## src/rtl/atm_pkg.sv

```systemverilog
// -----------------------------------------------------------------------------
// atm_pkg
// Shared definitions for the ATM transaction controller:
//   state_e     - controller state encoding (also exported on state_o)
//   STATE_W     - width of the state encoding
//   tries_w()   - width needed to hold a PIN-attempt count 0..max_tries
//   DEF_TRIES_W - tries_left width for the default of three attempts
// -----------------------------------------------------------------------------
package atm_pkg;

    localparam int STATE_W = 3;

    typedef enum logic [STATE_W-1:0] {
        ST_OOS      = 3'd0,
        ST_IDLE     = 3'd1,
        ST_CHECK    = 3'd2,
        ST_WAIT_PIN = 3'd3,
        ST_WAIT_AMT = 3'd4,
        ST_DONE     = 3'd5,
        ST_LOCKOUT  = 3'd6
    } state_e;

    function automatic int tries_w(input int max_tries);
        return $clog2(max_tries + 1);
    endfunction

    localparam int DEF_TRIES_W = tries_w(3);

endpackage

```

## src/rtl/atm_ctrl_param_if.sv

```systemverilog
// -----------------------------------------------------------------------------
// atm_ctrl_param_if
// Front-end / dispenser bundle of the ATM controller.
//   master : card reader, keypad, vault loader and status consumers
//            (drives defect, card, PIN, amount and load signals)
//   slave  : the controller (drives bulbs, pulses, dispense amount, vault
//            balance, tries_left and the debug state)
// -----------------------------------------------------------------------------
interface atm_ctrl_param_if
    import atm_pkg::*;
#(
    parameter int AMT_W   = 16,
    parameter int PIN_W   = 4,
    parameter int TRIES_W = DEF_TRIES_W
);
    logic               defect;
    logic               insert_card;
    logic               card_valid;
    logic               card_undamaged;
    logic               pin_strobe;
    logic [PIN_W-1:0]   user_pin;
    logic [PIN_W-1:0]   correct_pin;
    logic               amt_strobe;
    logic [AMT_W-1:0]   amount_asked;
    logic               load_strobe;
    logic [AMT_W-1:0]   load_amt;

    logic               green_bulb;
    logic               red_bulb;
    logic               resubmit;
    logic               alarm;
    logic               not_enough_cash;
    logic               success;
    logic [AMT_W-1:0]   dispense_amt;
    logic [AMT_W-1:0]   vault_cash;
    logic [TRIES_W-1:0] tries_left;
    logic [STATE_W-1:0] state_o;

    modport master (
        output defect, insert_card, card_valid, card_undamaged,
               pin_strobe, user_pin, correct_pin,
               amt_strobe, amount_asked, load_strobe, load_amt,
        input  green_bulb, red_bulb, resubmit, alarm, not_enough_cash,
               success, dispense_amt, vault_cash, tries_left, state_o
    );

    modport slave (
        input  defect, insert_card, card_valid, card_undamaged,
               pin_strobe, user_pin, correct_pin,
               amt_strobe, amount_asked, load_strobe, load_amt,
        output green_bulb, red_bulb, resubmit, alarm, not_enough_cash,
               success, dispense_amt, vault_cash, tries_left, state_o
    );

endinterface

```

## src/rtl/atm_timer.sv

```systemverilog
// -----------------------------------------------------------------------------
// atm_timer
// Load/hold down-counter with a terminal flag.
//   clock, reset : clock and asynchronous active-high reset
//   load_i       : load load_val_i (has priority over counting)
//   load_val_i   : reload value
//   en_i         : count down by one per cycle, stopping at zero
//   zero_o       : counter is at zero (terminal)
// -----------------------------------------------------------------------------
module atm_timer #(
    parameter int W = 4
) (
    input  logic         clock,
    input  logic         reset,
    input  logic         load_i,
    input  logic [W-1:0] load_val_i,
    input  logic         en_i,
    output logic         zero_o
);
    logic [W-1:0] count_q;

    // NOTE: sequential state uses non-blocking assignments only, so every flop
    // samples pre-edge values regardless of the order blocks are evaluated.
    always_ff @(posedge clock or posedge reset) begin
        if (reset) begin
            count_q <= '0;
        end else if (load_i) begin
            count_q <= load_val_i;
        end else if (en_i && (count_q != '0)) begin
            count_q <= count_q - W'(1);
        end
    end

    assign zero_o = (count_q == '0);

endmodule

```

## src/rtl/atm_ctrl_param.sv

```systemverilog
// -----------------------------------------------------------------------------
// atm_ctrl_param
// Registered-output ATM transaction controller with an internal vault,
// PIN retry limit, timed alarm lockout and inactivity timeout.
//   clock, reset : clock and asynchronous active-high reset
//   bus (slave)  : card/keypad/loader inputs; bulbs, pulses, dispense amount,
//                  vault balance, remaining PIN tries and debug state outputs
// -----------------------------------------------------------------------------
module atm_ctrl_param
    import atm_pkg::*;
#(
    parameter int AMT_W     = 16,
    parameter int PIN_W     = 4,
    parameter int MAX_TRIES = 3,
    parameter int TIMEOUT   = 32,
    parameter int LOCK_CYC  = 8,
    parameter int INIT_CASH = 100
) (
    input  logic           clock,
    input  logic           reset,
    atm_ctrl_param_if.slave bus
);
    localparam int TRIES_W = tries_w(MAX_TRIES);
    localparam int IDLE_W  = $clog2(TIMEOUT + 1);
    localparam int LOCK_W  = $clog2(LOCK_CYC + 1);

    state_e             state_q;
    logic [AMT_W-1:0]   vault_q;
    logic [AMT_W-1:0]   dispense_q;
    logic [TRIES_W-1:0] tries_q;
    logic               resubmit_q;
    logic               nec_q;
    logic               success_q;
    logic               alarm_q;

    logic               any_strobe;
    logic               in_wait;
    logic               idle_zero;
    logic               lock_zero;
    logic               pin_match;
    logic               load_ok;
    logic [AMT_W:0]     load_sum;
    logic [AMT_W-1:0]   load_sat;

    assign any_strobe = bus.pin_strobe | bus.amt_strobe | bus.load_strobe;
    assign in_wait    = (state_q == ST_WAIT_PIN) || (state_q == ST_WAIT_AMT);
    assign pin_match  = (PIN_W'(bus.user_pin) == PIN_W'(bus.correct_pin));

    // Reloads are only taken while no transaction is open, so they can never
    // coincide with a dispense.
    assign load_ok  = bus.load_strobe && ((state_q == ST_OOS) || (state_q == ST_IDLE));
    assign load_sum = {1'b0, vault_q} + {1'b0, bus.load_amt};
    assign load_sat = load_sum[AMT_W] ? '1 : load_sum[AMT_W-1:0];

    // Both timers are held at their reload value while outside the states that
    // use them, so entering such a state starts a fresh count with no extra
    // entry-detect logic. Any strobe restarts the inactivity window.
    atm_timer #(.W(IDLE_W)) u_idle_timer (
        .clock      (clock),
        .reset      (reset),
        .load_i     (!in_wait || any_strobe),
        .load_val_i (IDLE_W'(TIMEOUT - 1)),
        .en_i       (in_wait),
        .zero_o     (idle_zero)
    );

    atm_timer #(.W(LOCK_W)) u_lock_timer (
        .clock      (clock),
        .reset      (reset),
        .load_i     (state_q != ST_LOCKOUT),
        .load_val_i (LOCK_W'(LOCK_CYC - 1)),
        .en_i       (state_q == ST_LOCKOUT),
        .zero_o     (lock_zero)
    );

    always_ff @(posedge clock or posedge reset) begin
        if (reset) begin
            state_q    <= (INIT_CASH == 0) ? ST_OOS : ST_IDLE;
            vault_q    <= AMT_W'(INIT_CASH);
            dispense_q <= '0;
            tries_q    <= TRIES_W'(MAX_TRIES);
            resubmit_q <= 1'b0;
            nec_q      <= 1'b0;
            success_q  <= 1'b0;
            alarm_q    <= 1'b0;
        end else begin
            resubmit_q <= 1'b0;
            nec_q      <= 1'b0;
            success_q  <= 1'b0;
            alarm_q    <= 1'b0;

            if (load_ok) begin
                vault_q <= load_sat;
            end

            // Priority in the transaction states: defect, then card removal,
            // then strobes, then inactivity timeout.
            unique case (state_q)
                ST_OOS: begin
                    if (!bus.defect && (vault_q != '0)) state_q <= ST_IDLE;
                end
                ST_IDLE: begin
                    if (bus.defect)           state_q <= ST_OOS;
                    else if (bus.insert_card) state_q <= ST_CHECK;
                end
                ST_CHECK: begin
                    if (bus.defect) begin
                        state_q <= ST_OOS;
                    end else if (!bus.insert_card) begin
                        state_q <= ST_IDLE;
                    end else if (bus.card_valid && bus.card_undamaged) begin
                        state_q <= ST_WAIT_PIN;
                        tries_q <= TRIES_W'(MAX_TRIES);
                    end else begin
                        resubmit_q <= 1'b1;
                        state_q    <= ST_DONE;
                    end
                end
                ST_WAIT_PIN: begin
                    if (bus.defect) begin
                        state_q <= ST_OOS;
                    end else if (!bus.insert_card) begin
                        state_q <= ST_IDLE;
                    end else if (bus.pin_strobe) begin
                        if (pin_match) begin
                            state_q <= ST_WAIT_AMT;
                        end else begin
                            tries_q <= tries_q - TRIES_W'(1);
                            if (tries_q == TRIES_W'(1)) begin
                                state_q <= ST_LOCKOUT;
                                alarm_q <= 1'b1;
                            end
                        end
                    end else if (idle_zero && !any_strobe) begin
                        state_q <= ST_DONE;
                    end
                end
                ST_WAIT_AMT: begin
                    if (bus.defect) begin
                        state_q <= ST_OOS;
                    end else if (!bus.insert_card) begin
                        state_q <= ST_IDLE;
                    end else if (bus.amt_strobe) begin
                        if (bus.amount_asked == '0) begin
                            state_q <= ST_DONE;
                        end else if (bus.amount_asked > vault_q) begin
                            nec_q <= 1'b1;
                        end else begin
                            success_q  <= 1'b1;
                            dispense_q <= bus.amount_asked;
                            vault_q    <= vault_q - bus.amount_asked;
                            state_q    <= ST_DONE;
                        end
                    end else if (idle_zero && !any_strobe) begin
                        state_q <= ST_DONE;
                    end
                end
                ST_DONE: begin
                    if (bus.defect) begin
                        state_q <= ST_OOS;
                    end else if (!bus.insert_card) begin
                        state_q <= (vault_q == '0) ? ST_OOS : ST_IDLE;
                    end
                end
                ST_LOCKOUT: begin
                    // Lockout runs to completion even under a defect.
                    if (lock_zero) state_q <= ST_DONE;
                    else           alarm_q <= 1'b1;
                end
                default: state_q <= ST_OOS;
            endcase
        end
    end

    assign bus.green_bulb      = (state_q == ST_IDLE);
    assign bus.red_bulb        = (state_q == ST_OOS);
    assign bus.resubmit        = resubmit_q;
    assign bus.alarm           = alarm_q;
    assign bus.not_enough_cash = nec_q;
    assign bus.success         = success_q;
    assign bus.dispense_amt    = dispense_q;
    assign bus.vault_cash      = vault_q;
    assign bus.tries_left      = tries_q;
    assign bus.state_o         = state_q;

endmodule

```

## src/flat_wrapper.sv

```systemverilog
// flat-port wrapper written by rule: the top's interface ports become plain ports
module atm_ctrl_param_flat import atm_pkg::*;
#(
    parameter int AMT_W     = 16,
    parameter int PIN_W     = 4,
    parameter int MAX_TRIES = 3,
    parameter int TIMEOUT   = 32,
    parameter int LOCK_CYC  = 8,
    parameter int INIT_CASH = 100
)
  (clock, reset, bus_defect, bus_insert_card, bus_card_valid, bus_card_undamaged, bus_pin_strobe, bus_user_pin, bus_correct_pin, bus_amt_strobe, bus_amount_asked, bus_load_strobe, bus_load_amt, bus_green_bulb, bus_red_bulb, bus_resubmit, bus_alarm, bus_not_enough_cash, bus_success, bus_dispense_amt, bus_vault_cash, bus_tries_left, bus_state_o);
  atm_ctrl_param_if #(.AMT_W(AMT_W), .PIN_W(PIN_W), .TRIES_W(($clog2(MAX_TRIES + 1)))) bus_i ();
  input  logic clock;
  input  logic reset;
  input wire logic [$bits(bus_i.defect)-1:0] bus_defect;
  input wire logic [$bits(bus_i.insert_card)-1:0] bus_insert_card;
  input wire logic [$bits(bus_i.card_valid)-1:0] bus_card_valid;
  input wire logic [$bits(bus_i.card_undamaged)-1:0] bus_card_undamaged;
  input wire logic [$bits(bus_i.pin_strobe)-1:0] bus_pin_strobe;
  input wire logic [$bits(bus_i.user_pin)-1:0] bus_user_pin;
  input wire logic [$bits(bus_i.correct_pin)-1:0] bus_correct_pin;
  input wire logic [$bits(bus_i.amt_strobe)-1:0] bus_amt_strobe;
  input wire logic [$bits(bus_i.amount_asked)-1:0] bus_amount_asked;
  input wire logic [$bits(bus_i.load_strobe)-1:0] bus_load_strobe;
  input wire logic [$bits(bus_i.load_amt)-1:0] bus_load_amt;
  output wire logic [$bits(bus_i.green_bulb)-1:0] bus_green_bulb;
  output wire logic [$bits(bus_i.red_bulb)-1:0] bus_red_bulb;
  output wire logic [$bits(bus_i.resubmit)-1:0] bus_resubmit;
  output wire logic [$bits(bus_i.alarm)-1:0] bus_alarm;
  output wire logic [$bits(bus_i.not_enough_cash)-1:0] bus_not_enough_cash;
  output wire logic [$bits(bus_i.success)-1:0] bus_success;
  output wire logic [$bits(bus_i.dispense_amt)-1:0] bus_dispense_amt;
  output wire logic [$bits(bus_i.vault_cash)-1:0] bus_vault_cash;
  output wire logic [$bits(bus_i.tries_left)-1:0] bus_tries_left;
  output wire logic [$bits(bus_i.state_o)-1:0] bus_state_o;
  assign bus_i.defect = bus_defect;
  assign bus_i.insert_card = bus_insert_card;
  assign bus_i.card_valid = bus_card_valid;
  assign bus_i.card_undamaged = bus_card_undamaged;
  assign bus_i.pin_strobe = bus_pin_strobe;
  assign bus_i.user_pin = bus_user_pin;
  assign bus_i.correct_pin = bus_correct_pin;
  assign bus_i.amt_strobe = bus_amt_strobe;
  assign bus_i.amount_asked = bus_amount_asked;
  assign bus_i.load_strobe = bus_load_strobe;
  assign bus_i.load_amt = bus_load_amt;
  assign bus_green_bulb = bus_i.green_bulb;
  assign bus_red_bulb = bus_i.red_bulb;
  assign bus_resubmit = bus_i.resubmit;
  assign bus_alarm = bus_i.alarm;
  assign bus_not_enough_cash = bus_i.not_enough_cash;
  assign bus_success = bus_i.success;
  assign bus_dispense_amt = bus_i.dispense_amt;
  assign bus_vault_cash = bus_i.vault_cash;
  assign bus_tries_left = bus_i.tries_left;
  assign bus_state_o = bus_i.state_o;
  atm_ctrl_param #(.AMT_W(AMT_W), .PIN_W(PIN_W), .MAX_TRIES(MAX_TRIES), .TIMEOUT(TIMEOUT), .LOCK_CYC(LOCK_CYC), .INIT_CASH(INIT_CASH)) u_core (.clock(clock), .reset(reset), .bus(bus_i));
endmodule
```

## config.mk

```make
export PLATFORM = sky130hd
export DESIGN_NAME = atm_ctrl_param_flat
export DESIGN_NICKNAME = d
export VERILOG_FILES = /design/src/rtl/atm_pkg.sv /design/src/rtl/atm_ctrl_param_if.sv /design/src/rtl/atm_timer.sv /design/src/rtl/atm_ctrl_param.sv /design/src/flat_wrapper.sv
export SDC_FILE = /design/constraint.sdc
export NUM_CORES = 1
export LEC_CHECK = 0
export ABC_AREA = 1
export CELL_PAD_IN_SITES_DETAIL_PLACEMENT = 0
export CELL_PAD_IN_SITES_GLOBAL_PLACEMENT = 2
export CORE_UTILIZATION = 27
export CTS_BUF_LIST = sky130_fd_sc_hd__clkbuf_16
export DETAILED_ROUTE_END_ITERATION = 8
export PLACE_DENSITY = 0.79
export SLEW_MARGIN = 40
export SYNTH_ARGS = -nofsm -noshare
export SYNTH_HDL_FRONTEND = slang
export SYNTH_SLANG_ARGS = --single-unit
```

## constraint.sdc

```tcl
create_clock -name clock -period 2.54 [get_ports clock]
set_clock_uncertainty 0.1 [all_clocks]
set_input_delay 0.508 -clock clock [delete_from_list [all_inputs] [get_ports clock]]
set_output_delay 0.508 -clock clock [all_outputs]
set_load 0.05 [all_outputs]
```

## Word level (Yosys, flattened, before mapping)

Cells that the tools add are included.

- Eq/ne operators: 22
- Mux-type cells: 65
- Reductions and logical operators: 26
- $lt $le $gt $ge: 1
- Bitwise logic cells: 5
- Add/sub/neg operators: 5

Operators with widths:

| operator | number |
|---|---|
| $mux W16 | 8 |
| $mux W3 | 20 |
| $logic_not A16 Y1 | 2 |
| $mux W1 | 23 |
| $pmux W3 S7 | 1 |
| $add A16 B16 Y17 | 1 |
| $gt A16 B16 Y1 | 1 |
| $reduce_bool A16 Y1 | 1 |
| $sub A16 B16 Y16 | 1 |
| $mux W2 | 7 |
| $mux W6 | 2 |
| $ne A2 B2 Y1 const B | 6 |
| $reduce_and A6 Y1 | 2 |
| $eq A3 B3 Y1 const B | 3 |
| $ne A3 B3 Y1 const B | 3 |
| $mux W4 | 2 |
| $reduce_and A8 Y1 | 1 |
| $eq A3 B2 Y1 const B | 2 |
| $logic_and A1 B1 Y1 | 6 |
| $logic_not A6 Y1 | 1 |
| $ne A2 B1 Y1 const B | 3 |
| $ne A6 B5 Y1 const B | 1 |
| $ne A6 B6 Y1 const B | 1 |
| $reduce_bool A2 Y1 | 3 |
| other kinds (16) | 23 |

- Output and inout bits: 43
- Input port bits: 49
- Word-level logic and storage cells: 134
- Register bits after elaboration: 51

## Depth between registers and ports, before layout

Gate-level depths: netlist (run 1).

- Depth in word-level cells: 10
- Depth in mapped cells: 14
- Gate-level depth less buffers: 14

## By module

Synthesis (run 1) repeated with hierarchy kept, for this count alone.

- Cell total of the unflattened synthesis: 737
- Area, all modules: 4873.4 µm²

By module, submodules not included:

| module | area an instance (µm²) | times used | cells an instance | seq. area each (µm²) |
|---|---|---|---|---|
| atm_ctrl_param | 4100.2 | 1 | 623 | 1033.5 |
| atm_timer (u_core.u_idle_timer) | 474.2 | 1 | 67 | 150.1 |
| atm_timer (u_core.u_lock_timer) | 299.0 | 1 | 47 | 100.1 |

## Least setup slack after synthesis (run 1)

Ideal clock, no wire load.

- Path kind: register to register
- From: reg u_core.state_q[0] (netlist: u_core.bus.state_o[0])
- To: reg u_core.state_q[2] (netlist: u_core.bus.state_o[2])
- Stages on the path, launching flop included: 10
- Data required time: 2.316 ns
- Path buffers: 0
- Setup slack: -0.232 ns
- Setup time: 0.124 ns
- Period minus slack after synthesis: 2.772 ns
- Arrival time: 2.548 ns
- Cells stage by stage: dfstp_2 > inv_2 > nor3_1 > nand2_1 > nor2_1 > nor2_1 > nand3_1 > nor2_2 > nand2_1 > o21ai_1

- Longest elaborated chain between the ends: 3
- Elaborated cells between the ends (all ways): 15
- Those cells by class: eq/ne (12); mux (1); reduce/logical (2)

RTL lines:

| item | RTL line | text |
|---|---|---|
| start, declared | atm_ctrl_param.sv:27 | `state_e state_q;` |
| start signal, assigned | atm_ctrl_param.sv:78 | `state_q <= (INIT_CASH == 0) ? ST_OOS : ST_IDLE;` |
| start signal, assigned | atm_ctrl_param.sv:162 | `state_q <= (vault_q == '0) ? ST_OOS : ST_IDLE;` |
| $eq A3 B1 Y1 (*) | n/a |  |
| via bus_green_bulb | flat_wrapper.sv:26 | `output wire logic [$bits(bus_i.green_bulb)-1:0] bus_green_bulb;` |
| $ne A3 B3 Y1 (no line) | n/a |  |
| $reduce_and A6 Y1 (no line) | n/a |  |

The timed path passes the listed nets; every way through them passes the cells marked *.
A chain may end at the register's enable or synchronous reset.

## Final worst setup path (run 1)

- From: in bus_amount_asked[14]
- To: reg u_core.dispense_q[4] (netlist: u_core.bus.dispense_amt[4])

- Longest elaborated chain between the ends: 3
- Elaborated cells between the ends (all ways): 5
- Those cells by class: order compare (1); bitwise (2); reduce/logical (2)

RTL lines:

| item | RTL line | text |
|---|---|---|
| start, declared | flat_wrapper.sv:23 | `input wire logic [$bits(bus_i.amount_asked)-1:0] bus_amount_asked;` |
| $gt A16 B16 Y1 or $logic_not A16 Y1 (tied branches) | atm_ctrl_param.sv:146, atm_ctrl_param.sv:144 |  |
| $not A1 Y1 (no line) | n/a |  |
| $reduce_and A6 Y1 (no line) (*) | n/a |  |
| end signal, assigned | atm_ctrl_param.sv:150 | `dispense_q <= bus.amount_asked;` |
| end, declared | atm_ctrl_param.sv:29 | `logic [AMT_W-1:0] dispense_q;` |

Every way passes the cells marked *; elsewhere a longest branch is shown, timed or not.

==> flow_metrics.py, run 1 <==
metrics = {
    "hold_path": {
        "min-delay-start": "u_core.u_lock_timer.count_q[0]",
        "worst_hold_path_type": "register to register",
    },
    "outcome": {
        "run_status": "finished clean",
    },
    "cts": {
        "clkTransAtPathRegs_ns": 0.07,
        "cts_tree": "done",
        "clock_path_buffers": 2,
        "htree_levels": 2,
        "cts_buffers": 5,
        "post_cts_buffers": 0,
        "clock-root-buffer": "clkbuf_16",
        "clock_latency_ns": 0.30,
        "hold_buffers": 0,
        "clock_sinks": 51,
    },
    "timing": {
        "fin_setup_tns_ns": 0,
        "max_slew_margin_pct": 64.3,
        "drv_slew": 0,
        "setup_violations": 0,
        "holdWs_ns": 0.390,
        "hold_viol": 0,
        "tightest_slew_ns": 0.534,
        "max_freq_mhz": 413,
        "period_needed_ns": 2.42,
        "period_share_pct": 95.4,
    },
    "synthesis": {
        "ys_seq_elements": 51,
        "synth.area.top_cells": "dfrtp_1 (24%), nand2_1 (20%), ha_1 (9.5%)",
        "async_flop_share_pct": 100,
        "ys.flop_type": "dfrtp_1",
        "synth_seq_area_share_pct": 27.9,
        "synth_top_area_share_pct": 24.5,
        "avgSynthCellArea_sq_um": 6.29,
        "synth_enable_flop_cells": 0,
        "synth_area_sq_mm": 0.00460,
        "synth_top_cell_by_area": "dfrtp_1",
        "ys_warn_count": 0,
        "syn_inst": 732,
        "synth.distinct_cells": 35,
        "syn_nets": 818,
    },
    "global_route": {
        "grt_start_max_net_pins": 52,
        "grtUsageTotal_pct": 17.2,
        "overflow": 0,
        "grt_first_pass_wirelength_mm": 24.5,
        "antenna_found_initial": 0,
        "grt_pass1_vias": 4758,
    },
    "routing": {
        "wire_per_inst_um": 12.9,
        "via_per_inst": 4.42,
        "ant_nets": 0,
        "vias": 5026,
        "drtPass1Iterations": 5,
        "drtIter0Drc": 248,
        "drcViolationCount": 0,
        "wirelength_mm": 14.7,
    },
    "setup_path": {
        "critical_path.endpoint_type": "register",
        "critPathLaunchType": "input pin",
        "path_class": "input pin to register",
        "rr_startpoint": "u_core.bus.vault_cash[0]",
        "ff2ff_setup_slack_ns": 0.25,
        "worst_ep_arrival_time_ns": 2.51,
        "cp_max_fo": 18,
        "critPathLaunch": "bus_amount_asked[14]",
        "cp.required_ns": 2.62,
    },
    "finish": {
        "n_fill_cell": 1736,
        "synthToLayoutAreaGrowth_pct": 45.9,
        "layout-drive-gt1-share_pct": 17.4,
        "utilization_pct": 40.4,
        "final_nets": 1002,
        "n_antenna_cell": 0,
        "stdcell_area_sq_mm": 0.00672,
    },
    "placed_design": {
        "dpl_cell_area_sq_mm": 0.00650,
        "dpl.hpwl_mm": 12.3,
        "gp_congestion": 0.864,
        "port_buffers": 91,
    },
    "run": {
        "cap_violations": 0,
    },
    "floorplan": {
        "die-width_um": 133,
        "die_h_um": 133,
        "row_count": 47,
        "die-area_sq_mm": 0.0176,
        "io_pins": 92,
        "core_sq_mm": 0.0166,
        "start_util_pct": 27.7,
    },
    "pwr": {
        "max-vdd-ir-drop_v": 0.000574,
        "p_leak_nw": 3.48,
        "power.density_mw_per_mm2": 1060,
    },
}
-- cells by family (layout without fill, tap and decap cells) --
group           after synthesis  in the layout  share of synthesized area [%]
simple gates                421            421                           38.4
buf+inv                     128            313                           10.8
compound gates               79             79                           9.46
flops                        51             51                           27.9
fa+ha+maj                    37             37                           10.4
xor+xnor                     16             16                           3.04
-- timing repair --
item	CTS	global route
hold endpoints to repair	0	0
pin swaps	0	1
endpoints found under the setup margin	5	24
gates resized for setup	2	8
-- per-layer routing --
layer,vias to the layer above,routed length [um],GRT usage [%]
met5,-,0,0
met4,0,74,2.49
met3,5,485,2.03
met2,101,6430,26.9
met1,2236,7670,25.7
li1,2684,-,-
-- metrics by stage --
stage          setup slack [ns]  cells  power [mW]
2_1_floorplan            0.0413    732        4.34
3_3_place_gp             -0.285   1129        6.25
3_5_place_dp             -0.324   1129        6.25
4_1_cts                  0.0392   1137        7.09
5_1_grt                -0.00258   1137        7.74
6_report                  0.116   1137        7.09
-- area by class of cell --
class                           instances  area, sq um  area share [%]
Tap cell                              220          275            4.10
Clock inverter                          3         43.8           0.652
Multi-Input combinational cell        553         2880            42.9
Clock buffer                            5          125            1.86
Inverter                              122          458            6.82
Timing Repair Buffer                  183         1650            24.5
Sequential cell                        51         1280            19.1
-- final timing paths --
check | to | depth (start not counted)
setup / recovery | u_core.bus.dispense_amt[4] | 12
hold / removal | u_core.u_lock_timer.count_q[0] | 1
setup reg to reg | u_core.bus.dispense_amt[4] | 12
hold reg to reg | u_core.u_lock_timer.count_q[0] | 1
max in group asynchronous | u_core.bus.tries_left[1] | 3
min in group asynchronous | u_core.bus.dispense_amt[1] | 3
-- power by group --
group          switching, mW  internal [mW]
combinational           2.94           2.01
clock                  0.325          0.466
sequential             0.289           1.06
-- registers in the layout, summed over array words and instances (netlist names) --
signal,count
u_core.bus.alarm,1
u_core.bus.dispense_amt,16
u_core.bus.not_enough_cash,1
u_core.bus.resubmit,1
u_core.bus.state_o,3
u_core.bus.success,1
u_core.bus.tries_left,2
u_core.bus.vault_cash,16
u_core.u_idle_timer.count_q,6
u_core.u_lock_timer.count_q,4
-- synth_stat cells, drive strengths merged (2+ instances only) --
cell type,instances
nand3,59
or2,3
o211ai,4
nand4,15
dfrtp,45
a21oi,36
xnor2,8
and2,4
nor3,9
fa,2
ha,35
buf,6
xor2,8
inv,121
dfstp,6
o21ai,33
nor2,85
o21bai,4
nand2,245
-- layout by cell type (no fill, tap or decap), drive strengths merged --
master	Yosys	routed
nand2	245	245
inv	121	121
buf	6	94
clkdlybuf4s50	0	89
nor2	85	85
nand3	59	59
dfrtp	45	45
a21oi	36	36
ha	35	35
o21ai	33	33
nand4	15	15
nor3	9	9
xnor2	8	8
xor2	8	8
dfstp	6	6
clkbuf	0	5
and2	4	4
o21bai	4	4
o211ai	4	4
or2	3	3
clkinv	1	3
fa	2	2
nor3b	1	1
o31ai	1	1
a22oi	1	1
bufinv	0	1
-- critical path: stages --
cell             delay [ns]
clkdlybuf4s50_1        0.47
inv_2                  0.04
ha_1                   0.35
inv_2                  0.08
nor3_4                 0.20
and2_1                 0.18
nand2_2                0.10
nand2_4                0.13
nand2_8                0.13
buf_12                 0.18
nand2_1                0.07
o21ai_1                0.06
No activity file was read; power rests on OpenSTA's default activity.
==> run 2: changes to the inputs <==
--- a/config.mk
+++ b/config.mk
@@ -11,7 +11,9 @@
 export CORE_UTILIZATION = 27
 export CTS_BUF_LIST = sky130_fd_sc_hd__clkbuf_16
 export DETAILED_ROUTE_END_ITERATION = 8
+export HOLD_SLACK_MARGIN = 0.15
 export PLACE_DENSITY = 0.79
+export RECOVER_POWER = 50
 export SLEW_MARGIN = 40
 export SYNTH_ARGS = -nofsm -noshare
 export SYNTH_HDL_FRONTEND = slang
==> run 2 against run 1 <==
  * Non-clock buffer count stayed put
  * Die area stayed put
  * Core utilization is 0.19 points lower
  * Total power is 0.46% lower
  * Flip-flop and latch count stayed put
  * Critical path depth stayed put
  * Fmax hardly changed
  * Register-to-register slack hardly changed
  * Clock power hardly changed
  * First-iteration DRC count is 2.8% lower
  * Critical path type unchanged
  * Highest routed layer unchanged
==> flow_metrics.py, run 2 (synthesized netlist as in run 1, its figures left out) <==
metrics = {
    "setup_path": {
        "worst_ep_arrival_time_ns": 2.51,
        "critPathLaunchType": "input pin",
        "cpMostUsedCell": "inv_2",
        "cpPeakStageDelay_ns": 0.47,
        "critical_path.endpoint_type": "register",
        "path_class": "input pin to register",
        "worstRegToRegCells": 12,
        "cp_max_fo": 18,
        "worstPathCellList": "clkdlybuf4s50_1, inv_2, ha_1, inv_2, nor3_4, and2_1, nand2_2, nand2_4, nand2_8, buf_12, nand2_1, o21ai_1",
        "ff2ff_setup_slack_ns": 0.25,
        "r2r-end": "u_core.bus.dispense_amt[4]",
        "cp_slowest_cell": "clkdlybuf4s50_1",
        "rr_startpoint": "u_core.bus.vault_cash[0]",
        "cp.required_ns": 2.63,
    },
    "timing": {
        "hold_viol": 0,
        "max_freq_mhz": 412,
        "period_needed_ns": 2.42,
        "tightest_slew_ns": 1.36,
        "fin_setup_tns_ns": 0,
        "period_share_pct": 95.4,
        "max_slew_margin_pct": 9.01,
        "setup_violations": 0,
        "drv_slew": 0,
    },
    "pwr": {
        "max-vdd-ir-drop_v": 0.000574,
        "p_total_mw": 7.05,
        "p_leak_nw": 3.48,
        "power.density_mw_per_mm2": 1060,
    },
    "cts": {
        "clock_sinks": 51,
        "clkTransAtPathRegs_ns": 0.07,
        "cts_buffers": 5,
        "clock_latency_ns": 0.30,
        "cts_tree": "done",
        "clock-root-buffer": "clkbuf_16",
        "hold_buffers": 0,
        "clock_path_buffers": 2,
        "htree_levels": 2,
        "post_cts_buffers": 0,
    },
    "placed_design": {
        "gp_congestion": 0.864,
        "placed_cells": 1129,
        "dpl.hpwl_mm": 12.3,
        "port_buffers": 91,
    },
    "global_route": {
        "grt_pass1_vias": 4758,
        "grtUsageTotal_pct": 17.2,
        "overflow": 0,
        "grt_start_max_net_pins": 52,
        "grt_first_pass_wirelength_mm": 24.5,
        "antenna_found_initial": 0,
    },
    "hold_path": {
        "hold_depth": 1,
        "worst_hold_path_type": "register to register",
        "min-delay-start": "u_core.u_idle_timer.count_q[3]",
        "min_delay_worst_endpoint": "u_core.u_idle_timer.count_q[4]",
    },
    "finish": {
        "fin_cells": 1137,
        "synthToLayoutAreaGrowth_pct": 45.2,
        "final_cell_mix": "nand2_1 (241), inv_1 (92), buf_4 (87)",
        "multi_input_area_sq_mm": 0.00288,
        "layout-drive-gt1-share_pct": 16.6,
        "layout_commonest_cell": "nand2_1",
        "layout.area.seq_sq_mm": 0.00128,
        "n_fill_cell": 1741,
        "n_antenna_cell": 0,
        "utilization_pct": 40.2,
        "final_nets": 1002,
    },
    "routing": {
        "wirelength_mm": 14.7,
        "drcViolationCount": 0,
        "drtPass1Iterations": 5,
        "wire_per_inst_um": 12.9,
        "via_per_inst": 4.43,
        "ant_nets": 0,
        "drtIter0Drc": 241,
        "vias": 5042,
    },
    "floorplan": {
        "die-width_um": 133,
        "die_h_um": 133,
        "start_util_pct": 27.7,
        "core_sq_mm": 0.0166,
        "io_pins": 92,
        "row_count": 47,
        "die-area_sq_mm": 0.0176,
    },
    "run": {
        "cap_violations": 0,
    },
    "outcome": {
        "run_status": "finished clean",
    },
}
-- run 2: layout make-up --
class / instances / share of cell area, %
Clock buffer: 5 / 1.87
Timing Repair Buffer: 183 / 24.2
Sequential cell: 51 / 19.2
Multi-Input combinational cell: 553 / 43.1
Clock inverter: 3 / 0.655
Inverter: 122 / 6.85
Tap cell: 220 / 4.12
-- run 2: where the power goes --
group	internal (mW)	switching [mW]
combinational	1.98	2.94
clock	0.466	0.326
sequential	1.06	0.286
-- run 2: per-layer routing --
metal	global-route usage, %	vias up	wire [um]
li1	-	2683	-
met1	25.7	2237	7600
met2	26.9	117	6440
met3	2.03	5	572
met4	2.49	0	74
met5	0	-	0
-- run 2: how the worst max path moves through the flow --
stage | startpoint | to | slack, ns
final | bus_amount_asked[14] | u_core.bus.dispense_amt[4] | 0.12
after global routing | bus_amount_asked[15] | u_core.bus.dispense_amt[4] | -0.003
after CTS | bus_amount_asked[0] | u_core.bus.state_o[2] | 0.04
after detailed placement | bus_amount_asked[0] | u_core.bus.dispense_amt[2] | -0.32
after global placement | bus_amount_asked[0] | u_core.bus.dispense_amt[0] | -0.28
after floorplan | u_core.bus.vault_cash[0] | u_core.bus.dispense_amt[0] | 0.04
-- run 2: critical path: cells and delay by family --
family                     cells  cell delay (ns)
and+or+nand+nor                6             0.81
buffers and inverters          4             0.77
adders and majority gates      1             0.35
AOI/OAI and AO/OA              1             0.06
-- run 2: repair_timing --
action,4_1_cts,5_1_grt
pin swaps,0,1
setup endpoints to repair,5,24
resized for setup,2,8
-- run 2: per-stage QoR --
step	hold slack, ns	setup WS [ns]	cell area, sq um
after floorplan	0.352	0.0413	4610
after global placement	0.370	-0.285	6500
after detailed placement	0.377	-0.324	6500
after CTS	0.386	0.0392	6680
after global routing	0.405	-0.00258	6680
final	0.388	0.116	6680
